==> config.mk <==
export PLATFORM = sky130hd
export DESIGN_NAME = wb16_fetch_flat
export DESIGN_NICKNAME = d
export VERILOG_FILES = /design/src/rtl/wb16_fetch_if.sv /design/src/rtl/wb16_fetch.sv /design/src/flat_wrapper.sv
export SDC_FILE = /design/constraint.sdc
export NUM_CORES = 1
export LEC_CHECK = 0
export CORE_MARGIN = 2
export CORE_UTILIZATION = 49
export CTS_CLUSTER_DIAMETER = 80
export DETAILED_ROUTE_END_ITERATION = 10
export GPL_ROUTABILITY_DRIVEN = 0
export PLACE_DENSITY = 0.79
export SYNTH_ARGS = -nofsm -noshare
export SYNTH_HDL_FRONTEND = slang
export SYNTH_SLANG_ARGS = --single-unit
==> constraint.sdc <==
create_clock -name clk_i -period 2.7 [get_ports clk_i]
set_input_delay 0.54 -clock clk_i [delete_from_list [all_inputs] [get_ports clk_i]]
set_output_delay 0.54 -clock clk_i [all_outputs]
set_load 0.02 [all_outputs]
==> src/rtl/wb16_fetch_if.sv <==
// wb16_fetch_if: fetch-side handshake and 16-bit instruction bus signals of wb16_fetch
interface wb16_fetch_if #(parameter int AW = 8);
   logic          fetch_req_i;
   logic [AW-3:0] fetch_adr_i;
   logic          fetch_ready_o;
   logic          fetch_valid_o;
   logic [31:0]   fetch_dat_o;
   logic          fetch_err_o;
   logic [AW-2:0] m_adr_o;
   logic          m_cyc_o;
   logic          m_stb_o;
   logic          m_we_o;
   logic [15:0]   m_dat_i;
   logic          m_ack_i;
   modport master (
      input  fetch_req_i, fetch_adr_i, m_dat_i, m_ack_i,
      output fetch_ready_o, fetch_valid_o, fetch_dat_o, fetch_err_o,
             m_adr_o, m_cyc_o, m_stb_o, m_we_o
   );
   modport slave (
      output fetch_req_i, fetch_adr_i, m_dat_i, m_ack_i,
      input  fetch_ready_o, fetch_valid_o, fetch_dat_o, fetch_err_o,
             m_adr_o, m_cyc_o, m_stb_o, m_we_o
   );
endinterface

==> src/rtl/wb16_fetch.sv <==
// wb16_fetch: fetches a 32-bit word as two 16-bit bus reads (low then high) with a stall watchdog
module wb16_fetch #(
   parameter int AW      = 8,
   parameter int TIMEOUT = 15
) (
   input logic          clk_i,
   input logic          reset_i,
   wb16_fetch_if.master bus
);
   localparam int CW = $clog2(TIMEOUT + 1);
   typedef enum logic [1:0] {IDLE, LO, HI, DONE} state_t;
   state_t        state, state_n;
   logic [AW-3:0] adr, adr_n;
   logic [15:0]   lo, lo_n;
   logic [CW-1:0] cnt, cnt_n;
   logic [AW-2:0] m_adr_n;
   logic          cyc_n, err_n, timeout;
   logic [31:0]   dat_n;
   assign timeout           = cnt == CW'(TIMEOUT - 1);
   assign bus.fetch_ready_o = state == IDLE;
   assign bus.m_we_o        = 1'b0;
   always_comb begin
      state_n = state;
      adr_n   = adr;
      lo_n    = lo;
      cnt_n   = cnt;
      m_adr_n = bus.m_adr_o;
      cyc_n   = bus.m_cyc_o;
      dat_n   = bus.fetch_dat_o;
      err_n   = bus.fetch_err_o;
      case (state)
         IDLE: if (bus.fetch_req_i) begin
            adr_n   = bus.fetch_adr_i;
            cnt_n   = '0;
            m_adr_n = {bus.fetch_adr_i, 1'b0};
            cyc_n   = 1'b1;
            state_n = LO;
         end
         LO, HI: if (bus.m_ack_i) begin
            cnt_n = '0;
            if (state == LO) begin
               lo_n    = bus.m_dat_i;
               m_adr_n = {adr, 1'b1};
               state_n = HI;
            end else begin
               cyc_n   = 1'b0;
               dat_n   = {bus.m_dat_i, lo};
               err_n   = 1'b0;
               state_n = DONE;
            end
         end else if (timeout) begin
            // abandon the whole fetch; a stalled low half never tries the high half
            cyc_n   = 1'b0;
            dat_n   = '0;
            err_n   = 1'b1;
            state_n = DONE;
         end else begin
            cnt_n = cnt + 1'b1;
         end
         default: state_n = IDLE;
      endcase
   end
   always_ff @(posedge clk_i or posedge reset_i)
      if (reset_i) begin
         state             <= IDLE;
         adr               <= '0;
         lo                <= '0;
         cnt               <= '0;
         bus.m_adr_o       <= '0;
         bus.m_cyc_o       <= 1'b0;
         bus.m_stb_o       <= 1'b0;
         bus.fetch_dat_o   <= '0;
         bus.fetch_err_o   <= 1'b0;
         bus.fetch_valid_o <= 1'b0;
      end else begin
         state             <= state_n;
         adr               <= adr_n;
         lo                <= lo_n;
         cnt               <= cnt_n;
         bus.m_adr_o       <= m_adr_n;
         bus.m_cyc_o       <= cyc_n;
         bus.m_stb_o       <= cyc_n;
         bus.fetch_dat_o   <= dat_n;
         bus.fetch_err_o   <= err_n;
         bus.fetch_valid_o <= state_n == DONE;
      end
endmodule

==> src/flat_wrapper.sv <==
// flat-port wrapper written by rule: the top's interface ports become plain ports
module wb16_fetch_flat 
#(
   parameter int AW      = 8,
   parameter int TIMEOUT = 15
)
  (clk_i, reset_i, bus_fetch_req_i, bus_fetch_adr_i, bus_m_dat_i, bus_m_ack_i, bus_fetch_ready_o, bus_fetch_valid_o, bus_fetch_dat_o, bus_fetch_err_o, bus_m_adr_o, bus_m_cyc_o, bus_m_stb_o, bus_m_we_o);
  wb16_fetch_if #(.AW(AW)) bus_i ();
  input logic clk_i;
  input logic reset_i;
  input wire logic [$bits(bus_i.fetch_req_i)-1:0] bus_fetch_req_i;
  input wire logic [$bits(bus_i.fetch_adr_i)-1:0] bus_fetch_adr_i;
  input wire logic [$bits(bus_i.m_dat_i)-1:0] bus_m_dat_i;
  input wire logic [$bits(bus_i.m_ack_i)-1:0] bus_m_ack_i;
  output wire logic [$bits(bus_i.fetch_ready_o)-1:0] bus_fetch_ready_o;
  output wire logic [$bits(bus_i.fetch_valid_o)-1:0] bus_fetch_valid_o;
  output wire logic [$bits(bus_i.fetch_dat_o)-1:0] bus_fetch_dat_o;
  output wire logic [$bits(bus_i.fetch_err_o)-1:0] bus_fetch_err_o;
  output wire logic [$bits(bus_i.m_adr_o)-1:0] bus_m_adr_o;
  output wire logic [$bits(bus_i.m_cyc_o)-1:0] bus_m_cyc_o;
  output wire logic [$bits(bus_i.m_stb_o)-1:0] bus_m_stb_o;
  output wire logic [$bits(bus_i.m_we_o)-1:0] bus_m_we_o;
  assign bus_i.fetch_req_i = bus_fetch_req_i;
  assign bus_i.fetch_adr_i = bus_fetch_adr_i;
  assign bus_i.m_dat_i = bus_m_dat_i;
  assign bus_i.m_ack_i = bus_m_ack_i;
  assign bus_fetch_ready_o = bus_i.fetch_ready_o;
  assign bus_fetch_valid_o = bus_i.fetch_valid_o;
  assign bus_fetch_dat_o = bus_i.fetch_dat_o;
  assign bus_fetch_err_o = bus_i.fetch_err_o;
  assign bus_m_adr_o = bus_i.m_adr_o;
  assign bus_m_cyc_o = bus_i.m_cyc_o;
  assign bus_m_stb_o = bus_i.m_stb_o;
  assign bus_m_we_o = bus_i.m_we_o;
  wb16_fetch #(.AW(AW), .TIMEOUT(TIMEOUT)) u_core (.clk_i(clk_i), .reset_i(reset_i), .bus(bus_i));
endmodule
==> results of run 1 <==
-- cell type report --
cell class | instances | area, um2
inverter | 6 | 22.52
clock buffer | 11 | 151.4
fill | 427 | 1983
timing repair buffer | 76 | 755.7
tap | 75 | 93.84
multi-input combinational | 114 | 1070
sequential | 70 | 1752
clock inverter | 4 | 22.52
-- state kept, by name, indices dropped and copies added (netlist names) --
register and flops:
u_core.bus.fetch_err_o 1, u_core.adr 6, u_core.state 2, u_core.bus.fetch_valid_o 1
u_core.lo 16, u_core.cnt 4, u_core.bus.m_cyc_o 1, u_core.bus.m_adr_o 7
u_core.bus.fetch_dat_o 32
-- per-stage QoR --
| step | instances | instance area [um2] | util [%] |
|---|---|---|---|
| global route | 356 | 3867 | 66.10 |
| finish | 356 | 3867 | 66.10 |
| floorplan | 203 | 2944 | - |
| detailed placement | 341 | 3694 | 63.13 |
| CTS | 356 | 3867 | 66.10 |
| global placement | 341 | 3694 | 63.13 |
-- layer usage --
layer  GRT usage, %  share of wire [%]
met4          6.102               0.99
met3          8.791                7.4
met1          26.40                 46
met2          25.98                 45
met5              0                  0
-- kinds of logic (layout without fill, tap and decap cells) --
group / after synthesis / after routing / synth area share [%]
other: 1 / 1 / 0.1274
and+or+nand+nor: 17 / 17 / 4.165
buffers and inverters: 19 / 97 / 4.164
DFF: 70 / 70 / 59.50
AOI/OAI and AO/OA: 53 / 53 / 15.38
adders and majority gates: 6 / 6 / 2.550
muxes: 37 / 37 / 14.11
-- cells in the mapped netlist, types with 2 or more instances --
cell type	number
dfrtp_1	70
mux2_2	36
a22o_1	32
ha_1	6
inv_1	6
a21oi_1	5
buf_2	5
buf_6	5
o21ai_0	3
a21boi_0	2
and2b_2	2
buf_4	2
nand2b_1	2
nand3b_1	2
nor3_1	2
-- critical path, delay by kind of cell (launching register included) --
kind                     cells  cell delay (ps)
adder cells (fa/ha/maj)      1              330
buffers and inverters        2              770
flip-flops                   1              410
-- power groups by stage --
stage	clock network, mW	registers (mW)	logic, mW
floorplan	0	2.16	1.38
global placement	0	1.84	2.53
detailed placement	0	1.85	2.59
CTS	0.758	1.85	2.59
global route	0.813	1.91	2.77
finish	0.741	1.85	2.57
-- path summary, 6_finish.rpt --
path,end,from,depth (start not counted)
worst max-delay path,bus_fetch_ready_o,u_core.state[0]$_DFF_PP0_,3
worst min-delay path,u_core.bus.fetch_dat_o[1]$_DFFE_PP0P_,u_core.lo[1]$_DFFE_PP0P_,1
worst max register to register,u_core.bus.m_adr_o[3]$_DFFE_PP0P_,u_core.state[0]$_DFF_PP0_,5
worst min register to register,u_core.bus.fetch_dat_o[1]$_DFFE_PP0P_,u_core.lo[1]$_DFFE_PP0P_,1
max in group asynchronous,u_core.cnt[3]$_DFFE_PP0P_,reset_i,3
min in group asynchronous,u_core.bus.fetch_dat_o[0]$_DFFE_PP0P_,reset_i,2
==> flow_summary.toml, run 1 <==
[yosys]
ys_types = 38
synth_area_leaders = "dfrtp_1 59%, mux2_2 14%, a22o_1 9.5%, ha_1 2.5%, buf_6 1.9%"
ys_warn_count = 0
syn_area_um2 = 2944
yosysTopAreaCell = "dfrtp_1"
syn_nets = 235
ys_seq_elements = 70
ys_seq_area_share_pct = 59.50
synth_ff_type = "dfrtp_1"
syn_inst = 203
synth_top_area_share_pct = 59.50
synth.avg_cell_area_um2 = 14.50
synthArstFlopShare_pct = 100.0
synth_edf_count = 0

[placed_design]
port-buffer-count = 69
hpwl_mm = 3.910
dp_slack_ps = 471.3

[critical_path]
reg2reg_slack_ps = 710
crit_type = "flop to primary output"
worstPathMaxFanout = 8
start_kind = "flop"
crit_chain = "inv_1 > ha_1 > clkdlybuf4s50_1"
slowest_delay_ps = 660
cpMaxStageDelayCell = "clkdlybuf4s50_1"
cp.required_ps = 2160
cp-end-kind = "primary output"
arrival_ps = 1840

[grt]
grt_overflow = 0
grt_max_degree = 36
grt_pass1_vias = 1913
antenna_found_initial = 0
grtUsageTotal_pct = 18.86
grt_pass1_wl_mm = 9.287

[sta]
fin_worst_skew_ps = 10.77
relSlewSlack_pct = 63.10
report.final.slew_viol_count = 0
fmax_mhz = 419.6
finalHoldWorstSlack_ps = 492.5
hold_viol = 0
setup_ws_ps = 316.6
post-route-min-period_ps = 2383
worstMarginPinSlew_ps = 552.7
rsz0062_at_grt = "false"
fin_setup_tns_ps = 0
setup_viol = 0
min_period_over_period_pct = 88.27

[cells_and_area]
final_cell_mix = "70 x dfrtp_1, 69 x clkdlybuf4s50_1, 36 x mux2_2"
drive_gt1_share_pct = 24.56
layout_commonest_cell = "dfrtp_1"
synthToLayoutAreaGrowth_pct = 31.36
final_nets = 309
antennaDiodeCount = 0

[floorplan]
start_util_pct = 50.32
die_h_um = 81.52
die_w_um = 81.52
die_area_um2 = 6645
pin_count = 71
core_region_area_um2 = 5851
row_count = 28

[power_and_ir_drop]
powerDensity_nw_per_um2 = 1332
leakagePower_nw = 1.714
p_seq_share_pct = 35.8
clock_power_share_pct = 14.4
vdd_drop_max_v = 0.0007471
p_int_mw = 3.292
p_comb_share_pct = 49.8
switchingPower_mw = 1.861
switching_share_pct = 36.11
finalPower_mw = 5.153

[status]
outcome = "finished clean"

[drt]
vias_per_cell = 5.365
drc = 0
wl_per_cell_um = 16.15
dr.pass1.iters = 4
wl_mm = 5.750
drtIter0Drc = 91
drt.antenna.violating_nets = 0
vias = 1910

[clocking]
path_clk_slew_ps = 80
cts_tree = "done"
htreeDepth = 3
cts_setup_buffers = 0
clkSinkCount = 70
clock_latency_ps = 330
cts_buffers = 9
clock_path_buffers = 2
root_buffer = "clkbuf_8"
cts_hold_buffers = 0
cts-resized-gates = 0

[worst_hold_path]
hold_path.class = "flop to flop"

[job]
cap_violations = 0
Note: power is estimated with default switching activity, not from simulation.
==> run 2, diff against run 1 <==
CORE_MARGIN = not set   (was 2)
==> flow_summary.toml, run 2 (same netlist as run 1, synthesis figures left out) <==
[cells_and_area]
final_cell_mix = "70 x dfrtp_1, 69 x clkdlybuf4s50_1, 36 x mux2_2"
layout_commonest_cell = "dfrtp_1"
final_nets = 307
antennaDiodeCount = 0
top_register = "u_core.bus.fetch_dat_o"
fill_cells = 417
drive_gt1_share_pct = 23.93
largest_register_ffs = 32
fin_cells = 352
final_core_util_pct = 68.71
top_regs = "u_core.bus.fetch_dat_o x32, u_core.lo x16, u_core.bus.m_adr_o x7"
synthToLayoutAreaGrowth_pct = 31.66

[sta]
min_period_over_period_pct = 90.21
fin_setup_tns_ps = 0
hold_viol = 0
finalHoldWorstSlack_ps = 497.7
setup_viol = 0
fin_worst_skew_ps = 6.083
report.final.slew_viol_count = 0
fmax_mhz = 410.6
post-route-min-period_ps = 2436
rsz0062_at_grt = "false"

[clocking]
cts_hold_buffers = 0
cts-resized-gates = 0
root_buffer = "clkbuf_8"
clock_latency_ps = 340
path_clk_slew_ps = 70
cts_tree = "done"
clock_path_buffers = 2
cts_setup_buffers = 0
clkSinkCount = 70
cts_buffers = 9
htreeDepth = 3

[critical_path]
crit_chain = "inv_1 > ha_1 > clkdlybuf4s50_1"
cp.required_ps = 2160
crit_type = "flop to primary output"
worstPathMaxFanout = 8
cpLargestDelayFamily = "buffers and inverters"
critical_path_buf_inv_count = 2
arrival_ps = 1900
cpMaxStageDelayCell = "clkdlybuf4s50_1"
start_kind = "flop"
slowest_delay_ps = 670
cp-end-kind = "primary output"

[grt]
grt_pass1_vias = 1943
antenna_found_initial = 0
grt_max_degree = 71
grt_overflow = 0
grtUsageTotal_pct = 20.26
grt_pass1_wl_mm = 9.542

[floorplan]
core_region_area_um2 = 5642
die_area_um2 = 6323
die_h_um = 79.52
start_util_pct = 52.18
die_w_um = 79.52
pin_count = 71
row_count = 27

[status]
outcome = "finished clean"

[placed_design]
place_inst = 336
port-buffer-count = 69
hpwl_mm = 3.791

[drt]
drtIter0Drc = 120
wl_per_cell_um = 16.00
wl_mm = 5.632
vias = 1892
drt.antenna.violating_nets = 0
drc = 0
dr.pass1.iters = 4
vias_per_cell = 5.375

[job]
cap_violations = 0

[worst_hold_path]
hold_path.class = "flop to flop"

[power_and_ir_drop]
powerDensity_nw_per_um2 = 1347
vdd_drop_max_v = 0.0006256
finalPower_mw = 5.221
leakagePower_nw = 1.716
## run 2: worst paths after layout
kind	startpoint	to	slack, ps	cells after the start
max reg2reg	u_core.state[1]$_DFF_PP0_	u_core.bus.m_adr_o[4]$_DFFE_PP0P_	680	5
max	u_core.state[1]$_DFF_PP0_	bus_fetch_ready_o	260	3
min reg2reg	u_core.lo[6]$_DFFE_PP0P_	u_core.bus.fetch_dat_o[6]$_DFFE_PP0P_	500	1
min	u_core.lo[6]$_DFFE_PP0P_	u_core.bus.fetch_dat_o[6]$_DFFE_PP0P_	500	1
min in group asynchronous	reset_i	u_core.bus.m_adr_o[4]$_DFFE_PP0P_	590	3
max in group asynchronous	reset_i	u_core.bus.m_cyc_o$_DFFE_PP0P_	1830	3
## run 2: area by class of cell
cell class	instances	area, um2	area share [%]
flip-flops and latches	70	1752	45.19
multi-input cells	114	1070	27.60
clock inverters	6	61.31	1.582
well taps	72	90.09	2.324
repair buffers	74	753.2	19.43
inverters	6	22.52	0.5810
clock buffers	10	127.6	3.292
## run 2: routing by layer
layer	wire length [um]	track usage, %	up-vias
met4	106	9.273	0
met5	0	0	-
met1	2533	27.11	952
met2	2774	30.85	47
li1	-	-	885
met3	218	5.257	8
## run 2: per-stage QoR
stage | instance area, um2 | worst slack, ps
floorplan | 2944 | 391.8
global placement | 3687 | 479.2
detailed placement | 3687 | 458.6
CTS | 3876 | 273.0
global route | 3876 | 193.2
finish | 3876 | 264.3
## run 2: where the power goes
group	internal (mW)	total (mW)	switching, mW
Sequential	1.55	1.84	0.289
Clock	0.425	0.808	0.383
Combinational	1.37	2.57	1.20
==> run 3, diff against run 2 <==
TNS_END_PERCENT = 5   (was not set)
==> results of run 3 <==
Final layout, timing and power as in run 2 (identical DEF).
